**src/rtl/calc_ctrl.sv**
```systemverilog
// calc_ctrl: keypad-driven 4-digit BCD calculator controller.
//   clk_i/rst_i        clock, synchronous active-high reset
//   key_valid_i        one-cycle key strobe
//   key_code_i         0-9 digit, A plus, B minus, C equals, D clear, E/F unused
//   sum_i/carry_i      external BCD adder result for a_o + b_o
//   diff_i/borrow_i    external BCD subtractor result for a_o - b_o
//   a_o/b_o            registered operands (feed the external adder/subtractor)
//   disp_o             4 BCD digits for the display driver
//   neg_o/ovf_o        result flags, only ever set while showing a result
//   busy_o             high while computing; keys are dropped
module calc_ctrl (
  input  logic        clk_i,
  input  logic        rst_i,
  input  logic        key_valid_i,
  input  logic [3:0]  key_code_i,
  input  logic [15:0] sum_i,
  input  logic        carry_i,
  input  logic [15:0] diff_i,
  input  logic        borrow_i,
  output logic [15:0] a_o,
  output logic [15:0] b_o,
  output logic [15:0] disp_o,
  output logic        neg_o,
  output logic        ovf_o,
  output logic        busy_o
);

  typedef enum logic [2:0] {
    ENTRY_A,
    ENTRY_B,
    CALC,
    SWAP,
    SHOW
  } state_e;

  localparam logic [3:0] KEY_PLUS  = 4'hA;
  localparam logic [3:0] KEY_MINUS = 4'hB;
  localparam logic [3:0] KEY_EQ    = 4'hC;
  localparam logic [3:0] KEY_CLR   = 4'hD;

  state_e      state_q, state_d;
  logic [15:0] a_q, a_d;
  logic [15:0] b_q, b_d;
  logic [15:0] res_q, res_d;
  logic        op_q, op_d;      // 0 plus, 1 minus
  logic [2:0]  cnt_q, cnt_d;
  logic        neg_q, neg_d;
  logic        ovf_q, ovf_d;
  logic [15:0] disp_q, disp_d;
  logic        busy_q, busy_d;

  logic key_acc;
  logic is_digit;
  logic is_op;
  logic op_sel;

  always_comb begin
    key_acc  = key_valid_i && !busy_q;
    is_digit = (key_code_i <= 4'd9);
    is_op    = (key_code_i == KEY_PLUS) || (key_code_i == KEY_MINUS);
    op_sel   = (key_code_i == KEY_MINUS);

    state_d = state_q;
    a_d     = a_q;
    b_d     = b_q;
    res_d   = res_q;
    op_d    = op_q;
    cnt_d   = cnt_q;
    neg_d   = neg_q;
    ovf_d   = ovf_q;

    if (key_acc && (key_code_i == KEY_CLR)) begin
      state_d = ENTRY_A;
      a_d     = '0;
      b_d     = '0;
      res_d   = '0;
      op_d    = 1'b0;
      cnt_d   = '0;
      neg_d   = 1'b0;
      ovf_d   = 1'b0;
    end else begin
      case (state_q)
        ENTRY_A: begin
          if (key_acc) begin
            if (is_digit) begin
              if (cnt_q < 3'd4) begin
                a_d   = {a_q[11:0], key_code_i};
                cnt_d = cnt_q + 3'd1;
              end
            end else if (is_op) begin
              op_d    = op_sel;
              b_d     = '0;
              cnt_d   = '0;
              state_d = ENTRY_B;
            end
          end
        end

        ENTRY_B: begin
          if (key_acc) begin
            if (is_digit) begin
              if (cnt_q < 3'd4) begin
                b_d   = {b_q[11:0], key_code_i};
                cnt_d = cnt_q + 3'd1;
              end
            end else if (is_op) begin
              // Operator may be changed only before any B digit is typed.
              if (cnt_q == 3'd0) begin
                op_d = op_sel;
              end
            end else if (key_code_i == KEY_EQ) begin
              state_d = CALC;
            end
          end
        end

        CALC: begin
          if (!op_q) begin
            res_d   = sum_i;
            ovf_d   = carry_i;
            neg_d   = 1'b0;
            state_d = SHOW;
          end else if (!borrow_i) begin
            res_d   = diff_i;
            neg_d   = 1'b0;
            state_d = SHOW;
          end else begin
            // Negative result: swap operands so the subtractor yields |A-B|.
            a_d     = b_q;
            b_d     = a_q;
            state_d = SWAP;
          end
        end

        SWAP: begin
          res_d   = diff_i;
          neg_d   = 1'b1;
          ovf_d   = 1'b0;
          state_d = SHOW;
        end

        SHOW: begin
          if (key_acc) begin
            if (is_digit) begin
              a_d     = {12'h000, key_code_i};
              b_d     = '0;
              cnt_d   = 3'd1;
              neg_d   = 1'b0;
              ovf_d   = 1'b0;
              state_d = ENTRY_A;
            end else if (is_op && !neg_q && !ovf_q) begin
              a_d     = res_q;
              b_d     = '0;
              cnt_d   = '0;
              op_d    = op_sel;
              neg_d   = 1'b0;
              ovf_d   = 1'b0;
              state_d = ENTRY_B;
            end
          end
        end

        default: begin
          state_d = ENTRY_A;
        end
      endcase
    end

    // Display and busy are registered from next-state values so they
    // line up with the state they describe.
    case (state_d)
      ENTRY_B: disp_d = b_d;
      SHOW:    disp_d = res_d;
      default: disp_d = a_d;
    endcase
    busy_d = (state_d == CALC) || (state_d == SWAP);
  end

  always_ff @(posedge clk_i) begin
    if (rst_i) begin
      state_q <= ENTRY_A;
      a_q     <= '0;
      b_q     <= '0;
      res_q   <= '0;
      op_q    <= 1'b0;
      cnt_q   <= '0;
      neg_q   <= 1'b0;
      ovf_q   <= 1'b0;
      disp_q  <= '0;
      busy_q  <= 1'b0;
    end else begin
      state_q <= state_d;
      a_q     <= a_d;
      b_q     <= b_d;
      res_q   <= res_d;
      op_q    <= op_d;
      cnt_q   <= cnt_d;
      neg_q   <= neg_d;
      ovf_q   <= ovf_d;
      disp_q  <= disp_d;
      busy_q  <= busy_d;
    end
  end

  assign a_o    = a_q;
  assign b_o    = b_q;
  assign disp_o = disp_q;
  assign neg_o  = neg_q;
  assign ovf_o  = ovf_q;
  assign busy_o = busy_q;

endmodule

```
**config.mk**
```make
export PLATFORM = sky130hd
export DESIGN_NAME = calc_ctrl
export DESIGN_NICKNAME = d
export VERILOG_FILES = /design/src/rtl/calc_ctrl.sv
export SDC_FILE = /design/constraint.sdc
export NUM_CORES = 1
export LEC_CHECK = 0
export ABC_AREA = 0
export ABC_CLOCK_PERIOD_IN_PS = 5150
export CELL_PAD_IN_SITES_DETAIL_PLACEMENT = 0
export CELL_PAD_IN_SITES_GLOBAL_PLACEMENT = 1
export CORE_MARGIN = 3
export CORE_UTILIZATION = 40
export CTS_CLUSTER_SIZE = 24
export DETAILED_ROUTE_END_ITERATION = 6
export PLACE_DENSITY = 0.91
export SYNTH_ARGS = -nofsm -noshare
export SYNTH_HDL_FRONTEND = slang
export SYNTH_SLANG_ARGS = --single-unit
```
**constraint.sdc**
```tcl
create_clock -name clk_i -period 5.15 [get_ports clk_i]
set_input_delay 0.7725 -clock clk_i [delete_from_list [all_inputs] [get_ports clk_i]]
set_output_delay 0.7725 -clock clk_i [all_outputs]
set_load 0.1 [all_outputs]
```
# Word level (Yosys, flattened, before mapping)
# Cells that the tools add are included.
classes:
  reduce_logical: 18
  addsub: 1
  n_eq_ne: 27
  muxes: 71
  n_lt_le_gt_ge: 2
ops:
  columns: ["op", "n"]
  rows:
  - ["16-bit 2-to-1 mux", 24]
  - ["3-bit 2-to-1 mux", 22]
  - ["16-bit one-hot mux with 2 select lines", 2]
  - ["16-bit one-hot mux with 4 select lines", 1]
  - ["16-bit one-hot mux with 3 select lines", 1]
  - ["2-bit != test (second input constant)", 12]
  - ["4-bit == test (second input constant)", 4]
  - ["1-bit 2-to-1 mux", 16]
  - ["3-bit one-hot mux with 5 select lines", 1]
  - ["3-bit by 2-bit == test with 1-bit output (second input constant)", 4]
  - ["11-bit AND reduction", 1]
  - ["3-bit != test (second input constant)", 3]
  - ["1-bit one-hot mux with 3 select lines", 3]
  - ["3-bit one-hot mux with 3 select lines", 1]
  - ["4-bit AND reduction", 2]
  - ["7-bit AND reduction", 1]
  - ["3-bit by 1-bit == test with 1-bit output (second input constant)", 2]
  - ["3-bit == test (second input constant)", 2]
  - ["3-bit logical NOT", 2]
  - ["3-bit nonzero test", 2]
  - ["4-bit <= comparator (second input constant)", 1]
  - ["1-bit logical AND", 4]
  - ["3-bit by 1-bit adder with 3-bit output (second input constant)", 1]
  - ["1-bit logical NOT", 3]
  - ["other kinds (3)", 4]
word_totals:
  inputBits: 41
  ff_bits: 74
  word_cells: 129
  out_inout_bits: 51

# Depth between registers and ports, before layout
logic_depth:
  ltp_word: 11
  mapped_depth: 9
  ltp_nobuf: 7

# Worst setup path before layout
# Ideal clock, no wire load.
synth_path:
  path_type: "register -> register"
  startpoint: "register busy_q (netlist: busy_o)"
  endpoint: "register disp_q[11] (netlist: disp_o[11])"
  slack_ns: 2.581
  path_buffers: 2
  path_stages_with_launch: 9
  t_arrival_ns: 2.439
  required_ns: 5.021
  setup_time_ns: 0.129
  path_cell_list: "dfxtp_1 -> nand2b_1 -> buf_2 -> o21ai_1 -> a221o_1 -> o21ai_1 -> buf_2 -> a211o_1 -> o211ai_2"
synth_via:
  elab_chain_cells: 7
synth_rtl:
  columns: ["item", "line", "text"]
  rows:
  - ["from (decl)", "50", "logic busy_q, busy_d;"]
  - ["from (signal assigned)", "201", "busy_q <= busy_d;"]
  - ["1-bit logical NOT (*)", "58", "key_acc = key_valid_i && !busy_q;"]
  - ["1-bit logical AND (*)", "58", null]
  - ["3-bit 2-to-1 mux, on equally long branches", "143, 100, 84", null]
  - ["3-bit one-hot mux with 5 select lines", "82", "case (state_q)"]
  - ["3-bit 2-to-1 mux", "72", "if (key_acc && (key_code_i == KEY_CLR)) begin"]
  - ["3-bit == test / 3-bit by 1-bit == test with 1-bit output (equally long branches)", "171", "case (state_d)"]
  - ["16-bit one-hot mux with 2 select lines (*)", "171", null]
  - ["to (signal assigned)", "200", "disp_q <= disp_d;"]
  - ["to (decl)", "49", "logic [15:0] disp_q, disp_d;"]
# Every way passes the cells marked *; elsewhere a longest branch is shown, timed or not.
# A chain may end at the register's enable or synchronous reset.

# Worst setup path in the final report
layout_path:
  startpoint: "input key_code_i[3]"
  endpoint: "register disp_q[3] (netlist: disp_o[3])"
layout_via:
  elab_chain_cells: 11
layout_rtl:
  columns: ["item", "line", "text"]
  rows:
  - ["from (decl)", "15", "input logic [3:0] key_code_i,"]
  - ["4-bit == test", "60", "is_op = (key_code_i == KEY_PLUS) || (key_code_i == KEY_MINUS);"]
  - ["1-bit logical OR", "60", null]
  - ["1-bit logical AND (2 in series)", "151", "end else if (is_op && !neg_q && !ovf_q) begin"]
  - ["3-bit 2-to-1 mux", "151", null]
  - ["3-bit 2-to-1 mux", "144", "if (is_digit) begin"]
  - ["3-bit 2-to-1 mux", "143", "if (key_acc) begin"]
  - ["3-bit one-hot mux with 5 select lines", "82", null]
  - ["3-bit 2-to-1 mux", "72", null]
  - ["3-bit == test / 3-bit by 1-bit == test with 1-bit output (equally long branches)", "171", null]
  - ["16-bit one-hot mux with 2 select lines (*)", "171", null]
# Marks and branches as above.

==> impl_metrics.prom <==
# TYPE chip_impl_metric gauge
chip_impl_metric{name="drt-initial-drc-count",unit=""} 553
chip_impl_metric{name="port_buffers",unit=""} 91
chip_impl_metric{name="max_cap_viol_count",unit=""} 0
chip_impl_metric{name="synth_top_area_share",unit="%"} 38.33
chip_impl_metric{name="layout.filler_cells",unit=""} 879
chip_impl_metric{name="ff_latch_area",unit="um^2"} 1481
chip_impl_metric{name="post_synth_and_or_nand_nor_area_fraction",unit="%"} 20.04
chip_impl_metric{name="synth_compound_area_share",unit="%"} 34.83
chip_impl_metric{name="placedInstanceArea",unit="um^2"} 4796
chip_impl_info{name="cell_accounting_for_the_most_synthesized_area",value="sky130_fd_sc_hd__dfxtp_1"} 1
chip_impl_metric{name="first_global_vias",unit=""} 3810
chip_impl_metric{name="r2r_cells",unit=""} 5
chip_impl_metric{name="route.detailed.wl_per_inst",unit="um"} 20.95
chip_impl_metric{name="fmaxAchievable",unit="MHz"} 287.6
chip_impl_info{name="post_synth_main_area_contributors",value="sky130_fd_sc_hd__dfxtp_1 38%, sky130_fd_sc_hd__a222oi_1 7.5%, sky130_fd_sc_hd__nor2_1 5.1%"} 1
chip_impl_metric{name="cellPowerDensity",unit="nW/um^2"} 237.1
chip_impl_metric{name="period_share",unit="%"} 67.50
chip_impl_metric{name="drc",unit=""} 0
chip_impl_metric{name="setup_viol",unit=""} 0
chip_impl_metric{name="numPlacedInstances",unit=""} 624
chip_impl_info{name="worst_setup_path_end_kind",value="register"} 1
chip_impl_metric{name="crit_required",unit="ns"} 5.41
chip_impl_metric{name="crit_path_max_fanout",unit=""} 16
chip_impl_metric{name="synth_edf_count",unit=""} 0
chip_impl_metric{name="floorplan.rows",unit=""} 35
chip_impl_metric{name="drt-total-wl",unit="mm"} 13.41
chip_impl_metric{name="layout-drive-gt1-share",unit="%"} 9.198
chip_impl_info{name="tritoncts",value="done"} 1
chip_impl_metric{name="hpwl",unit="mm"} 9.635
chip_impl_metric{name="syn_nets",unit=""} 480
chip_impl_metric{name="num_antenna_cells",unit=""} 0
chip_impl_metric{name="timing.clock.skew",unit="ns"} 0.01444
chip_impl_metric{name="post_synth_instance_area",unit="um^2"} 3865
chip_impl_metric{name="fin_cells",unit=""} 640
chip_impl_metric{name="cts_repair_resize_count",unit=""} 0
chip_impl_metric{name="critical_path_arrival",unit="ns"} 3.73
chip_impl_metric{name="yosys-mux-area-fraction",unit="%"} 0.5503
chip_impl_metric{name="grt_start_max_net_pins",unit=""} 32
chip_impl_info{name="status",value="finished, final reports clean"} 1
chip_impl_metric{name="timing.setup.tns",unit="ns"} 0
chip_impl_info{name="critPathLaunchType",value="primary input"} 1
chip_impl_metric{name="max_slew.worst_pin.slew",unit="ns"} 1.110
chip_impl_metric{name="post_cts_setup_buffer_count",unit=""} 0
chip_impl_metric{name="postSynthRegisterBits",unit=""} 74
chip_impl_metric{name="die_height",unit="um"} 104.3
chip_impl_metric{name="final_nets",unit=""} 549
chip_impl_info{name="critPathKind",value="primary input to register"} 1
chip_impl_metric{name="detail-route-antenna-nets",unit=""} 0
chip_impl_metric{name="synthCells",unit=""} 437
chip_impl_metric{name="maxSlewViolCount",unit=""} 0
chip_impl_metric{name="clk_transition_reported_paths",unit="ns"} 0.08
chip_impl_metric{name="area_growth_syn_to_layout",unit="%"} 28.68
chip_impl_metric{name="grt_first_pass_wirelength",unit="mm"} 20.82
chip_impl_metric{name="finalCriticalPeriod",unit="ns"} 3.476
chip_impl_metric{name="dieWidth",unit="um"} 104.3
chip_impl_metric{name="vdd_drop_max",unit="mV"} 0.1586
chip_impl_metric{name="finalWeightedCongestion",unit=""} 0.9364
chip_impl_metric{name="floorplan.io_pins",unit=""} 92
chip_impl_metric{name="number_of_clock_buffers_inserted_by_tritoncts",unit=""} 9
chip_impl_metric{name="drt_pass1_iterations",unit=""} 6
chip_impl_metric{name="antenna_found_initial",unit=""} 0
chip_impl_info{name="dominantRegCellSynth",value="sky130_fd_sc_hd__dfxtp_1"} 1
chip_impl_metric{name="gr-total-overflow",unit=""} 0
chip_impl_metric{name="yosys.cell_types.count",unit=""} 74
chip_impl_metric{name="synth_warnings",unit=""} 0
chip_impl_metric{name="parity_gate_share_of_the_synthesized_area_counting_xor_and_xnor_cells",unit="%"} 0
chip_impl_metric{name="area_share_of_fa_ha_maj_cells_after_synthesis",unit="%"} 0.6475
chip_impl_metric{name="vias",unit=""} 4006
chip_impl_metric{name="synth-async-reset-ratio",unit="%"} 0
chip_impl_metric{name="relSlewSlack",unit="%"} 25.90
chip_impl_info{name="synth_top_family_by_area",value="compound AO/OA/AOI/OAI gates"} 1
chip_impl_metric{name="postSynthAreaPerCell",unit="um^2"} 8.844
chip_impl_metric{name="power_leakage",unit="nW"} 1.652
chip_impl_metric{name="core",unit="um^2"} 9328
chip_impl_metric{name="cts.sink_count",unit=""} 74
chip_impl_metric{name="final_design_area_no_fill",unit="um^2"} 4974
chip_impl_metric{name="initial_utilization",unit="%"} 41.44
chip_impl_info{name="root_buffer",value="sky130_fd_sc_hd__clkbuf_8"} 1
chip_impl_metric{name="synth_seq_area_share",unit="%"} 38.33
chip_impl_metric{name="clkLatencyLatePin",unit="ns"} 0.35
chip_impl_metric{name="avgViaCountPerCell",unit=""} 6.259
chip_impl_metric{name="design.die.area",unit="um^2"} 10880
chip_impl_metric{name="grt_use_total",unit="%"} 24.04
chip_impl_metric{name="hold_depth",unit=""} 2
chip_impl_info{name="rsz0062_at_grt",value="no"} 1
chip_impl_info{name="worstHoldPathType",value="register to register"} 1
chip_impl_metric{name="multiInputGateArea",unit="um^2"} 2178
chip_impl_metric{name="cts_max_path_buffers",unit=""} 2
chip_impl_metric{name="cts_hold_buffers",unit=""} 0
chip_impl_metric{name="cts-htree-levels",unit=""} 3
chip_impl_metric{name="hold_violations",unit=""} 0
-- cells by family after synthesis --
logic type	after synthesis
buffers and inverters	47
adders and majority gates	2
DFF	74
muxes	2
and+or+nand+nor	149
AOI/OAI and AO/OA	163
-- metal layers --
layer	track usage, %	vias up	wire (um)
met1	33.83	1890	5941
met2	35.24	239	5847
li1	-	1830	-
met5	0	-	0
met3	4.904	47	1106
met4	10.83	0	511
-- worst max-delay path: stages --
cell and delay [ns]:
sky130_fd_sc_hd__clkdlybuf4s50_1 0.78, sky130_fd_sc_hd__and3b_1 0.37, sky130_fd_sc_hd__and3_1 0.62, sky130_fd_sc_hd__a211oi_2 0.10, sky130_fd_sc_hd__or3_1 0.75, sky130_fd_sc_hd__o221ai_1 0.33
-- cell usage in the layout (no fill, tap or decap), drive strengths merged, types with 4 or more instances in the layout --
master          n
a2111oi         4
a211o           9
a21oi          31
a222oi         29
a22o            9
a31oi           8
and3            5
clkbuf         10
clkdlybuf4s50  91
dfxtp          74
inv            13
nand2          26
nand2b         23
nand3           4
nor2           55
nor3            8
o211ai         15
o21ai          15
o21bai          4
o221ai          5
o31ai           4
-- through the flow --
stage,util (%),hold WS (ns),setup WS [ns],power [mW]
CTS,53.32,0.5209,1.731,1.182
floorplan,-,0.4671,2.581,0.7058
finish,53.32,0.5224,1.674,1.179
global route,53.32,0.5414,1.527,1.212
detailed placement,51.42,0.5100,1.393,0.7702
global placement,51.42,0.4936,1.437,0.7702
-- registers in the layout (all words and copies together), names as in the netlist, 3 cells and up --
register  cells
a_o          16
b_o          16
cnt_q         3
disp_o       16
res_q        16
state_q       3
-- cell usage after synthesis (4+ instances only) --
cell and number:
sky130_fd_sc_hd__dfxtp_1 74, sky130_fd_sc_hd__nor2_1 53, sky130_fd_sc_hd__a21oi_1 30, sky130_fd_sc_hd__a222oi_1 29, sky130_fd_sc_hd__nand2_1 26, sky130_fd_sc_hd__nand2b_1 23
sky130_fd_sc_hd__buf_2 17, sky130_fd_sc_hd__clkbuf_1 11, sky130_fd_sc_hd__inv_1 11, sky130_fd_sc_hd__o21ai_0 11, sky130_fd_sc_hd__a211o_1 9, sky130_fd_sc_hd__a22o_1 9
sky130_fd_sc_hd__o211ai_2 8, sky130_fd_sc_hd__a31oi_1 7, sky130_fd_sc_hd__nor3_1 7, sky130_fd_sc_hd__o211ai_1 7, sky130_fd_sc_hd__and3_1 5, sky130_fd_sc_hd__buf_1 4
sky130_fd_sc_hd__nand3_1 4, sky130_fd_sc_hd__o31ai_1 4
-- cell type report --
class                   instances  area share (%)
inverters                      11          0.8302
clock buffers                  10           2.767
well taps                     129           3.245
clock inverters                 6          0.8050
repair buffers                 94           18.77
multi-input cells             316           43.80
flip-flops and latches         74           29.79
-- worst paths after layout --
check / from / to / slack [ns]
min: a_o[14] / a_o[14] / 0.52
max: key_code_i[3] / disp_o[3] / 1.67
max reg2reg: state_q[2] / disp_o[3] / 1.69
min reg2reg: a_o[14] / a_o[14] / 0.52
-- report_power, final --
part,switching (mW),total (mW),internal [mW]
Clock,0.230,0.419,0.189
Sequential,0.00900,0.588,0.579
Combinational,0.110,0.172,0.0614
No activity file was read; power rests on OpenSTA's default activity.
==> patch, RTL diff (same flow settings) <==
The output `disp_o` loses its register stage (`disp_q` becomes a continuous assignment).
--- a/src/rtl/calc_ctrl.sv
+++ b/src/rtl/calc_ctrl.sv
@@ -188,3 +188,2 @@
       ovf_q   <= 1'b0;
-      disp_q  <= '0;
       busy_q  <= 1'b0;
@@ -199,3 +198,2 @@
       ovf_q   <= ovf_d;
-      disp_q  <= disp_d;
       busy_q  <= busy_d;
@@ -203,2 +201,4 @@
   end
+
+  assign disp_q = disp_d;
 
Function: changed (a bounded check fails within 4 cycles, from zero or initial values and one cycle with rst_i high).
==> patch against the original RTL <==
  * Clock skew decreased by 1.9 ps
  * Worst setup slack got worse by 850 ps
  * Design area increased by 7.8%
  * Total power decreased by 2.1%
  * Area after synthesis increased by 3.0%
  * Non-clock buffer count increased by 16
  * First-iteration DRC count increased by 28%
  * Critical path depth increased by 3
  * Routed wire length increased by 20%
  * Sequential power decreased by 21%
  * Largest cell class unchanged
  * Sequential cell count decreased by 16
==> patch: results (changes against the original RTL) <==
| Metric | Value | Unit | Change |
| --- | --- | --- | --- |
| Biggest area contributors in the synthesized netlist | dfxtp_1 (29%), nor2_1 (7.0%), o21ai_0 (5.4%), a21oi_1 (4.0%), o221ai_2 (3.8%) | - |  |
| Total global-route track usage | 0.283 | - | +0.0422 |
| Worst r2r src | busy_o$_SDFF_PP0_ | - |  |
| Post-synthesis net count | 561 | - | +17% |
| Peak VDD IR | 0.131 | mV | -18% |
| Sequential element share of the synthesized area | 0.292 | - | -0.0917 |
| First element of the critical path | key_code_i[1] | - |  |
| Outcome | completed | - |  |
| Ranking of synthesized cells by instance count | nor2_1 (74), dfxtp_1 (58), o21ai_0 (43) | - |  |
| Number of global-route vias before repair | 4283 | - | +12% |
| Detailed-placement wirelength estimate | 11.6 | mm | +20% |
| Aggregate routed wire length | 16.1 | mm | +20% |
| Input/output buffers | 91 | - | unchanged |
| R2r setup slk | 2510 | ps | +820 ps |
| Global-route wire length before repair | 24.8 | mm | +19% |
| Filler cells | 874 | - | -0.57% |
| R2r endpoint | neg_o$_SDFFE_PP0P_ | - |  |
| Routability cong. | 0.954 | - | +1.9% |
| Critical Path Max Stage Delay | 800 | ps | +20 ps |
| Final-stage net count | 632 | - | +15% |
| Layout Skew | 12.5 | ps | -1.93 ps |
| Timing endpoint of the critical path | disp_o[15] | - |  |
| Largest net degree at the start of global routing | 42 | - | +31% |
| Depth of the worst register-to-register path | 5 | - | unchanged |
| Post-synth top area share | 0.292 | - | -0.0917 |
| Synth unique cells | 64 | - | -14% |
| Detailed Routing Iterations Pass 1 | 7 | - | +1 |
| Critical Path Slowest Stage Cell | clkdlybuf4s50_1 | - |  |
| Max_slew headroom | 0.303 | - | +0.0442 |
| Lkg Pwr | 0.00197 | uW | +19% |
| Average via count per standard cell | 6.48 | - | +3.5% |
| 1st-iter DRT viols | 707 | - | +28% |
| Cts repair resizes | 0 | - | unchanged |
| Layout cell share with drive strength beyond 1 | 0.123 | - | +0.0309 |
| Clock transition at the registers of the reported paths | 70 | ps |  |
| Clock Path Buffers | 2 | - | unchanged |
| Critical Setup Path Class | in -> out | - |  |
| Worst-path fanout max | 17 | - | +1 |
-- patch: cell types whose count changed in the layout (fill, tap and decap cells not counted), moves of 10 or more --
cell,delta
and2_1,+22
buf_12,+16
a221o_1,+10
o21ai_0,+32
o211a_1,+11
nor2_1,+21
clkdlybuf4s50_1,-16
a222oi_1,-24
nand2b_1,-19
dfxtp_1,-16
buf_4,+16
-- patch: worst min-delay path by stage --
stage | from | to | depth (start not counted) | slack, ps
after floorplan | cnt_q[0]$_SDFFE_PP0P_ | cnt_q[0]$_SDFFE_PP0P_ | 2 | 530
after global placement | cnt_q[0]$_SDFFE_PP0P_ | cnt_q[0]$_SDFFE_PP0P_ | 2 | 550
after detailed placement | cnt_q[0]$_SDFFE_PP0P_ | cnt_q[0]$_SDFFE_PP0P_ | 2 | 570
after CTS | cnt_q[0]$_SDFFE_PP0P_ | cnt_q[0]$_SDFFE_PP0P_ | 2 | 580
after global routing | cnt_q[0]$_SDFFE_PP0P_ | cnt_q[0]$_SDFFE_PP0P_ | 2 | 600
final | cnt_q[0]$_SDFFE_PP0P_ | cnt_q[0]$_SDFFE_PP0P_ | 2 | 570
-- patch: stage by stage --
step           power (uW)  area, um2  hold WS [ps]  worst slack, ps  cells
6_report             1150       5360           574              820    723
5_1_grt              1190       5360           595              704    723
4_1_cts              1150       5360           578              857    723
3_5_place_dp          716       5160           567              872    707
3_3_place_gp          716       5160           547              896    707
2_1_floorplan         618       3980           533              475    518
-- patch: where the power goes --
| part | switching, uW | total (uW) | internal (uW) |
|---|---|---|---|
| clock network | 218 | 444 | 226 |
| registers | 9.29 | 463 | 453 |
| logic | 159 | 247 | 88.5 |
| total | 386 | 1150 | 768 |
-- patch: logic make-up after synthesis --
family | count (synthesis) | synth area share
and+or+nand+nor | 177 | 0.220
adders and majority gates | 2 | 0.00628
DFF | 58 | 0.292
AOI/OAI and AO/OA | 219 | 0.417
muxes | 1 | 0.00283
buffers and inverters | 61 | 0.0625
-- patch: routing by layer --
layer	up-vias	share of wire	GRT usage
li1	2140	-	-
met1	2168	0.42	0.404
met2	337	0.43	0.408
met3	40	0.13	0.0833
met4	0	0.024	0.0842
met5	-	0	0
-- patch: critical path, delay by kind of cell --
kind	cells	cell delay, ps
buf+inv	4	1490
compound gates	4	1150
simple gates	1	120
-- patch: cell type report --
| type | count | area, um2 | area share |
|---|---|---|---|
| Inverter | 11 | 41.3 | 0.00770 |
| Tap cell | 129 | 161 | 0.0301 |
| Timing Repair Buffer | 110 | 1210 | 0.226 |
| Clock buffer | 9 | 124 | 0.0231 |
| Multi-Input combinational cell | 399 | 2580 | 0.481 |
| Clock inverter | 7 | 78.8 | 0.0147 |
| Sequential cell | 58 | 1160 | 0.217 |
